$ cat config.mk
export PLATFORM = sky130hd
export DESIGN_NAME = alu_issue_unit
export DESIGN_NICKNAME = d
export VERILOG_FILES = /design/src/rtl/alu_issue_unit.sv
export SDC_FILE = /design/constraint.sdc
export NUM_CORES = 1
export LEC_CHECK = 0
export CAP_MARGIN = 20
export CORE_MARGIN = 2
export CORE_UTILIZATION = 40
export CTS_BUF_LIST = sky130_fd_sc_hd__clkbuf_2 sky130_fd_sc_hd__clkbuf_4 sky130_fd_sc_hd__clkbuf_8
export DETAILED_ROUTE_END_ITERATION = 10
export HOLD_SLACK_MARGIN = 0.15
export PLACE_DENSITY = 0.92
export SLEW_MARGIN = 10
export SYNTH_ARGS = -nofsm -noshare
export SYNTH_HDL_FRONTEND = slang
export SYNTH_SLANG_ARGS = --single-unit
$ cat constraint.sdc
create_clock -name clk -period 2.2 [get_ports clk]
set_clock_uncertainty 0.05 [all_clocks]
set_input_delay 0.44 -clock clk [delete_from_list [all_inputs] [get_ports clk]]
set_output_delay 0.44 -clock clk [all_outputs]
set_load 0.05 [all_outputs]
$ cat src/rtl/alu_issue_unit.sv
// rtl/alu_issue_unit.sv - ALU issue unit: decodes requests, drives the ALU, returns the result.
// Optional macro ALU_MUL_EN enables the Opcode 0x1C / Funct 0x02 multiply decode.
module alu_issue_unit #(
  parameter int DATA_WIDTH = 32
) (
  input  logic                  clk,
  input  logic                  reset,
  input  logic                  ReqValid,
  output logic                  ReqReady,
  input  logic [5:0]            Opcode,
  input  logic [5:0]            Funct,
  input  logic [15:0]           Imm,
  input  logic [DATA_WIDTH-1:0] RsData,
  input  logic [DATA_WIDTH-1:0] RtData,
  output logic [2:0]            Control,
  output logic [DATA_WIDTH-1:0] A,
  output logic [DATA_WIDTH-1:0] B,
  input  logic [DATA_WIDTH-1:0] Result,
  output logic                  RspValid,
  input  logic                  RspReady,
  output logic [DATA_WIDTH-1:0] RspResult,
  output logic                  RspIllegal
);

  typedef enum logic [1:0] {IDLE, ISSUE, RESP} state_t;

  localparam logic [2:0] CTRL_ADD  = 3'b000;
  localparam logic [2:0] CTRL_SUB  = 3'b001;
  localparam logic [2:0] CTRL_AND  = 3'b011;
  localparam logic [2:0] CTRL_OR   = 3'b100;
  localparam logic [2:0] CTRL_XOR  = 3'b101;
  localparam logic [2:0] CTRL_IDLE = 3'b111;
`ifdef ALU_MUL_EN
  localparam logic [2:0] CTRL_MUL  = 3'b010;
`endif

  state_t                state, state_nxt;
  logic [2:0]            ctrl_q;
  logic [DATA_WIDTH-1:0] a_q, b_q, rsp_result_q;
  logic                  rsp_illegal_q;

  logic                  dec_legal;
  logic [2:0]            dec_ctrl;
  logic [DATA_WIDTH-1:0] dec_b;
  logic [DATA_WIDTH-1:0] imm_sext, imm_zext;

  assign imm_sext = {{(DATA_WIDTH-16){Imm[15]}}, Imm};
  assign imm_zext = {{(DATA_WIDTH-16){1'b0}}, Imm};

  always_comb begin
    dec_legal = 1'b0;
    dec_ctrl  = CTRL_IDLE;
    dec_b     = RtData;
    case (Opcode)
      6'h00: begin
        case (Funct)
          6'h20, 6'h21: begin dec_legal = 1'b1; dec_ctrl = CTRL_ADD; end
          6'h22, 6'h23: begin dec_legal = 1'b1; dec_ctrl = CTRL_SUB; end
          6'h24:        begin dec_legal = 1'b1; dec_ctrl = CTRL_AND; end
          6'h25:        begin dec_legal = 1'b1; dec_ctrl = CTRL_OR;  end
          6'h26:        begin dec_legal = 1'b1; dec_ctrl = CTRL_XOR; end
          default: ;
        endcase
      end
`ifdef ALU_MUL_EN
      6'h1C: begin
        if (Funct == 6'h02) begin
          dec_legal = 1'b1;
          dec_ctrl  = CTRL_MUL;
        end
      end
`endif
      6'h08, 6'h09: begin dec_legal = 1'b1; dec_ctrl = CTRL_ADD; dec_b = imm_sext; end
      6'h0C:        begin dec_legal = 1'b1; dec_ctrl = CTRL_AND; dec_b = imm_zext; end
      6'h0D:        begin dec_legal = 1'b1; dec_ctrl = CTRL_OR;  dec_b = imm_zext; end
      6'h0E:        begin dec_legal = 1'b1; dec_ctrl = CTRL_XOR; dec_b = imm_zext; end
      default: ;
    endcase
  end

  always_ff @(posedge clk or negedge reset) begin
    if (!reset) state <= IDLE;
    else        state <= state_nxt;
  end

  always_comb begin
    state_nxt = state;
    ReqReady  = 1'b0;
    RspValid  = 1'b0;
    Control   = CTRL_IDLE;
    case (state)
      IDLE: begin
        ReqReady = 1'b1;
        if (ReqValid) state_nxt = dec_legal ? ISSUE : RESP;
      end
      ISSUE: begin
        Control   = ctrl_q;
        state_nxt = RESP;
      end
      RESP: begin
        RspValid = 1'b1;
        if (RspReady) state_nxt = IDLE;
      end
      default: state_nxt = IDLE;
    endcase
  end

  // Illegal requests skip ISSUE, so the response registers are set at accept.
  always_ff @(posedge clk or negedge reset) begin
    if (!reset) begin
      ctrl_q        <= CTRL_ADD;
      a_q           <= '0;
      b_q           <= '0;
      rsp_result_q  <= '0;
      rsp_illegal_q <= 1'b0;
    end else begin
      case (state)
        IDLE: begin
          if (ReqValid) begin
            if (dec_legal) begin
              ctrl_q        <= dec_ctrl;
              a_q           <= RsData;
              b_q           <= dec_b;
              rsp_illegal_q <= 1'b0;
            end else begin
              rsp_illegal_q <= 1'b1;
              rsp_result_q  <= '0;
            end
          end
        end
        ISSUE:   rsp_result_q <= Result;
        default: ;
      endcase
    end
  end

  assign A          = a_q;
  assign B          = b_q;
  assign RspResult  = rsp_result_q;
  assign RspIllegal = rsp_illegal_q;

endmodule
==> flow_summary.yaml <==
clock_tree:
  cts_tree: "built"
  cts_made_buffers: 9
  clk_latency_ns: 0.36
  h-tree-depth: 3
  clock-sinks: 102
  clk_pin_slew_worst_paths_ns: 0.11
  clockRootBuffer: "clkbuf_8"
  clk_path_buf_depth: 2
finish:
  filler_cell_count: 588
  drive_above_1_share_pct: 25.93
  n_antenna_cell: 0
  syn2layout_area_growth_pct: 84.99
  nets: 744
  final_cell_area_um2: 7601
routing:
  drtIter0Drc: 187
  route.met2.wl_mm: 7.905
  met1_length_mm: 5.526
  ant_nets: 0
  highest_layer: "met4"
  firstDrtPassIters: 4
  routed_via_density: 5.361
  wire_per_inst_um: 20.06
  drt-total-wl_mm: 15.12
  vias: 4042
  drc: 0
  met3WireLength_mm: 1.090
grt:
  gr-usage-all-layers_pct: 25.73
  grt_remaining_overflow: 0
  antenna_found_initial: 0
  grt_pass1_vias: 4132
  grt_max_degree: 36
  grt_pass1_wl_mm: 22.31
timing:
  max_freq_mhz: 445.3
  finalCritPeriodShare_pct: 102.1
  setup_viol: 17
  maxSlewViolCount: 0
  rsz0062_at_grt: "yes"
  hold_viol_final: 0
  layout_min_cycle_time_ns: 2.246
  slew_headroom_pct: 63.30
  fin_ws_ns: -0.04565
  worst_pin_slew_ns: 0.5488
critical_path:
  reg2reg_depth: 9
  r2r_slack_ns: 0.29
  critPathKind: "in -> reg"
  timing.rr.start: "state[1]$_DFFE_PN0P_"
  critPathBufInv: 5
  path_delay_family: "simple AND/OR/NAND/NOR gates"
  crit_slowest_cell: "or4_4"
  critPathRequiredTime_ns: 2.43
  path_cells: "buf_6, or4_4, or4_4, a21boi_4, buf_6, buf_8, buf_12, buf_16, nor2_2, a31oi_1"
  worst_ep_arrival_time_ns: 2.47
  crit_path_start_kind: "primary input"
  worstReg2RegEnd: "B[8]$_DFFE_PN0P_"
  crit_fanout: 5
  end_kind: "flip-flop"
  critPathMaxStageDelay_ns: 0.56
synthesis:
  syn-num-nets: 477
  synth_area_leaders: "dfrtp_1 62%, mux2_2 8.8%, a22o_1 6.8%"
  synth_cells: 349
  synth_edf_count: 0
  synth_top_area_cell: "dfrtp_1"
  synth_area_um2: 4109
  ys_warn_count: 0
  ys_seq_elements: 102
  avgSynthCellArea_um2: 11.77
  synthDistinctLibCells: 29
  ys_seq_area_share_pct: 62.12
  synthArstFlopShare_pct: 100.0
  ys.flop_type: "dfrtp_1"
  netlist.area_leader.share_pct: 62.12
flow_run:
  cap_violations: 0
place:
  dp_hpwl_mm: 9.417
  port_buffers: 229
  placed_area_um2: 6775
  place.gp.congestion: 0.8081
status:
  outcome: "finished, violations left"
  violations: "negative setup slack"
hold_path:
  worstHoldStart: "RspIllegal$_DFFE_PN0P_"
  hold_path_depth: 2
  min_to: "RspIllegal$_DFFE_PN0P_"
  hold_class: "reg -> reg"
floorplanning:
  rows: 36
  initial_core_util_pct: 41.65
  coreArea_um2: 9864
  die_y_um: 105.4
  dieWidth_um: 105.4
  boundaryPins: 230
  die_area_um2: 11100
pwr:
  power_switching_mw: 3.262
  sequentialPowerShare_pct: 35.5
  p_total_mw: 7.488
  power.leakage_nw: 3.280
  clkPwrFrac_pct: 14.8
  internal_power_mw: 4.226
  p_comb_share_pct: 49.7
  cellPowerDensity_nw_per_um2: 985.1
  power.share.switching_pct: 43.56
  max-vdd-ir-drop_mv: 0.7166
## how the worst max path moves through the flow
| stage | startpoint | end | cells after the start |
|---|---|---|---|
| final | Opcode[4] | B[8]$_DFFE_PN0P_ | 10 |
| after global routing | Opcode[4] | B[8]$_DFFE_PN0P_ | 10 |
| after CTS | Opcode[4] | A[30]$_DFFE_PN0P_ | 10 |
| after detailed placement | Opcode[5] | B[13]$_DFFE_PN0P_ | 8 |
| after global placement | Opcode[5] | A[2]$_DFFE_PN0P_ | 6 |
| after floorplan | Opcode[5] | A[10]$_DFFE_PN0P_ | 5 |
## sequential cells by signal (all words and copies together) (netlist names)
| register | flops |
|---|---|
| B | 32 |
| RspResult | 32 |
| state | 2 |
| ctrl_q | 3 |
| RspIllegal | 1 |
| A | 32 |
## routing by layer
metal	vias up	GRT usage, %
met2	226	45.94
li1	1762	-
met4	0	10.29
met5	-	0
met1	2008	29.43
met3	46	6.308
## timing repair
item,CTS,global route
resized for setup,103,24
setup endpoints to repair,100,68
pin swaps,5,4
cloned,10,1
endpoints found under the hold margin,29,0
hold buffers,1,0
buffers inserted,16,2
## synth_stat cells, drive strengths merged (2+ instances only)
master / number
or3b: 2
dfrtp: 102
clkbuf: 10
o21ai: 3
buf: 14
nor2b: 2
nor3b: 2
inv: 3
nand2: 33
or4: 2
a22o: 32
nand2b: 5
mux2: 32
a21oi: 41
a31oi: 17
nor2: 41
## cells in the final DEF, fill, tap and decap left out, types with 9 or more instances in the layout
cell             instances
nor2_1                  15
clkbuf_8                 9
a22o_1                  32
mux2_4                  32
nand2_1                 33
buf_6                    9
a31oi_1                 17
dfrtp_1                102
nor2_2                  20
a21oi_1                 26
buf_4                   26
clkdlybuf4s50_1        212
buf_12                  10
a21oi_2                 14
## power groups by stage
| stage | Combinational [mW] | Clock (mW) | Sequential [mW] |
|---|---|---|---|
| finish | 3.72 | 1.11 | 2.66 |
| global placement | 3.42 | 0 | 2.59 |
| CTS | 3.68 | 1.13 | 2.63 |
| detailed placement | 3.49 | 0 | 2.62 |
| global route | 3.85 | 1.20 | 2.71 |
| floorplan | 0.581 | 0 | 4.13 |
## area by class of cell
class | count | area (um2) | area share [%]
multi-input combinational | 220 | 1710 | 22.50
clock buffer | 9 | 123.9 | 1.630
inverter | 3 | 11.26 | 0.1481
clock inverter | 7 | 55.05 | 0.7243
sequential | 102 | 2552 | 33.58
timing repair buffer | 280 | 2982 | 39.23
tap | 133 | 166.4 | 2.189
## through the flow
step | hold slack, ns | worst slack (ns) | TNS [ns] | util [%] | std cells
2_1_floorplan | 0.09441 | -0.07926 | -2.448 | - | 349
3_3_place_gp | 0.3614 | -0.6243 | -52.64 | 68.68 | 715
3_5_place_dp | 0.3636 | -0.6968 | -59.17 | 68.68 | 715
4_1_cts | 0.4638 | -0.2053 | -7.745 | 77.68 | 758
5_1_grt | 0.4749 | -0.09139 | -0.9941 | 77.05 | 754
6_report | 0.4567 | -0.04565 | -0.1685 | 77.05 | 754
## cell families (layout without fill, tap and decap cells)
| group | count (synthesis) | in the layout | synth area share, % |
|---|---|---|---|
| DFF | 102 | 102 | 62.12 |
| buffers and inverters | 27 | 299 | 3.502 |
| muxes | 32 | 32 | 8.770 |
| and+or+nand+nor | 91 | 91 | 9.775 |
| xor gates and xnor gates | 2 | 2 | 0.4264 |
| AOI/OAI and AO/OA | 95 | 95 | 15.41 |
## worst register-to-register path: stages, from the launching register on
cell and delay [ns]:
dfrtp_1 0.43, nand2b_1 0.17, nor2_1 0.19, a21boi_4 0.24
buf_6 0.13, buf_8 0.13, buf_12 0.15, buf_16 0.13
nor2_2 0.03, a31oi_1 0.18
(Power assumes the default switching activity.)
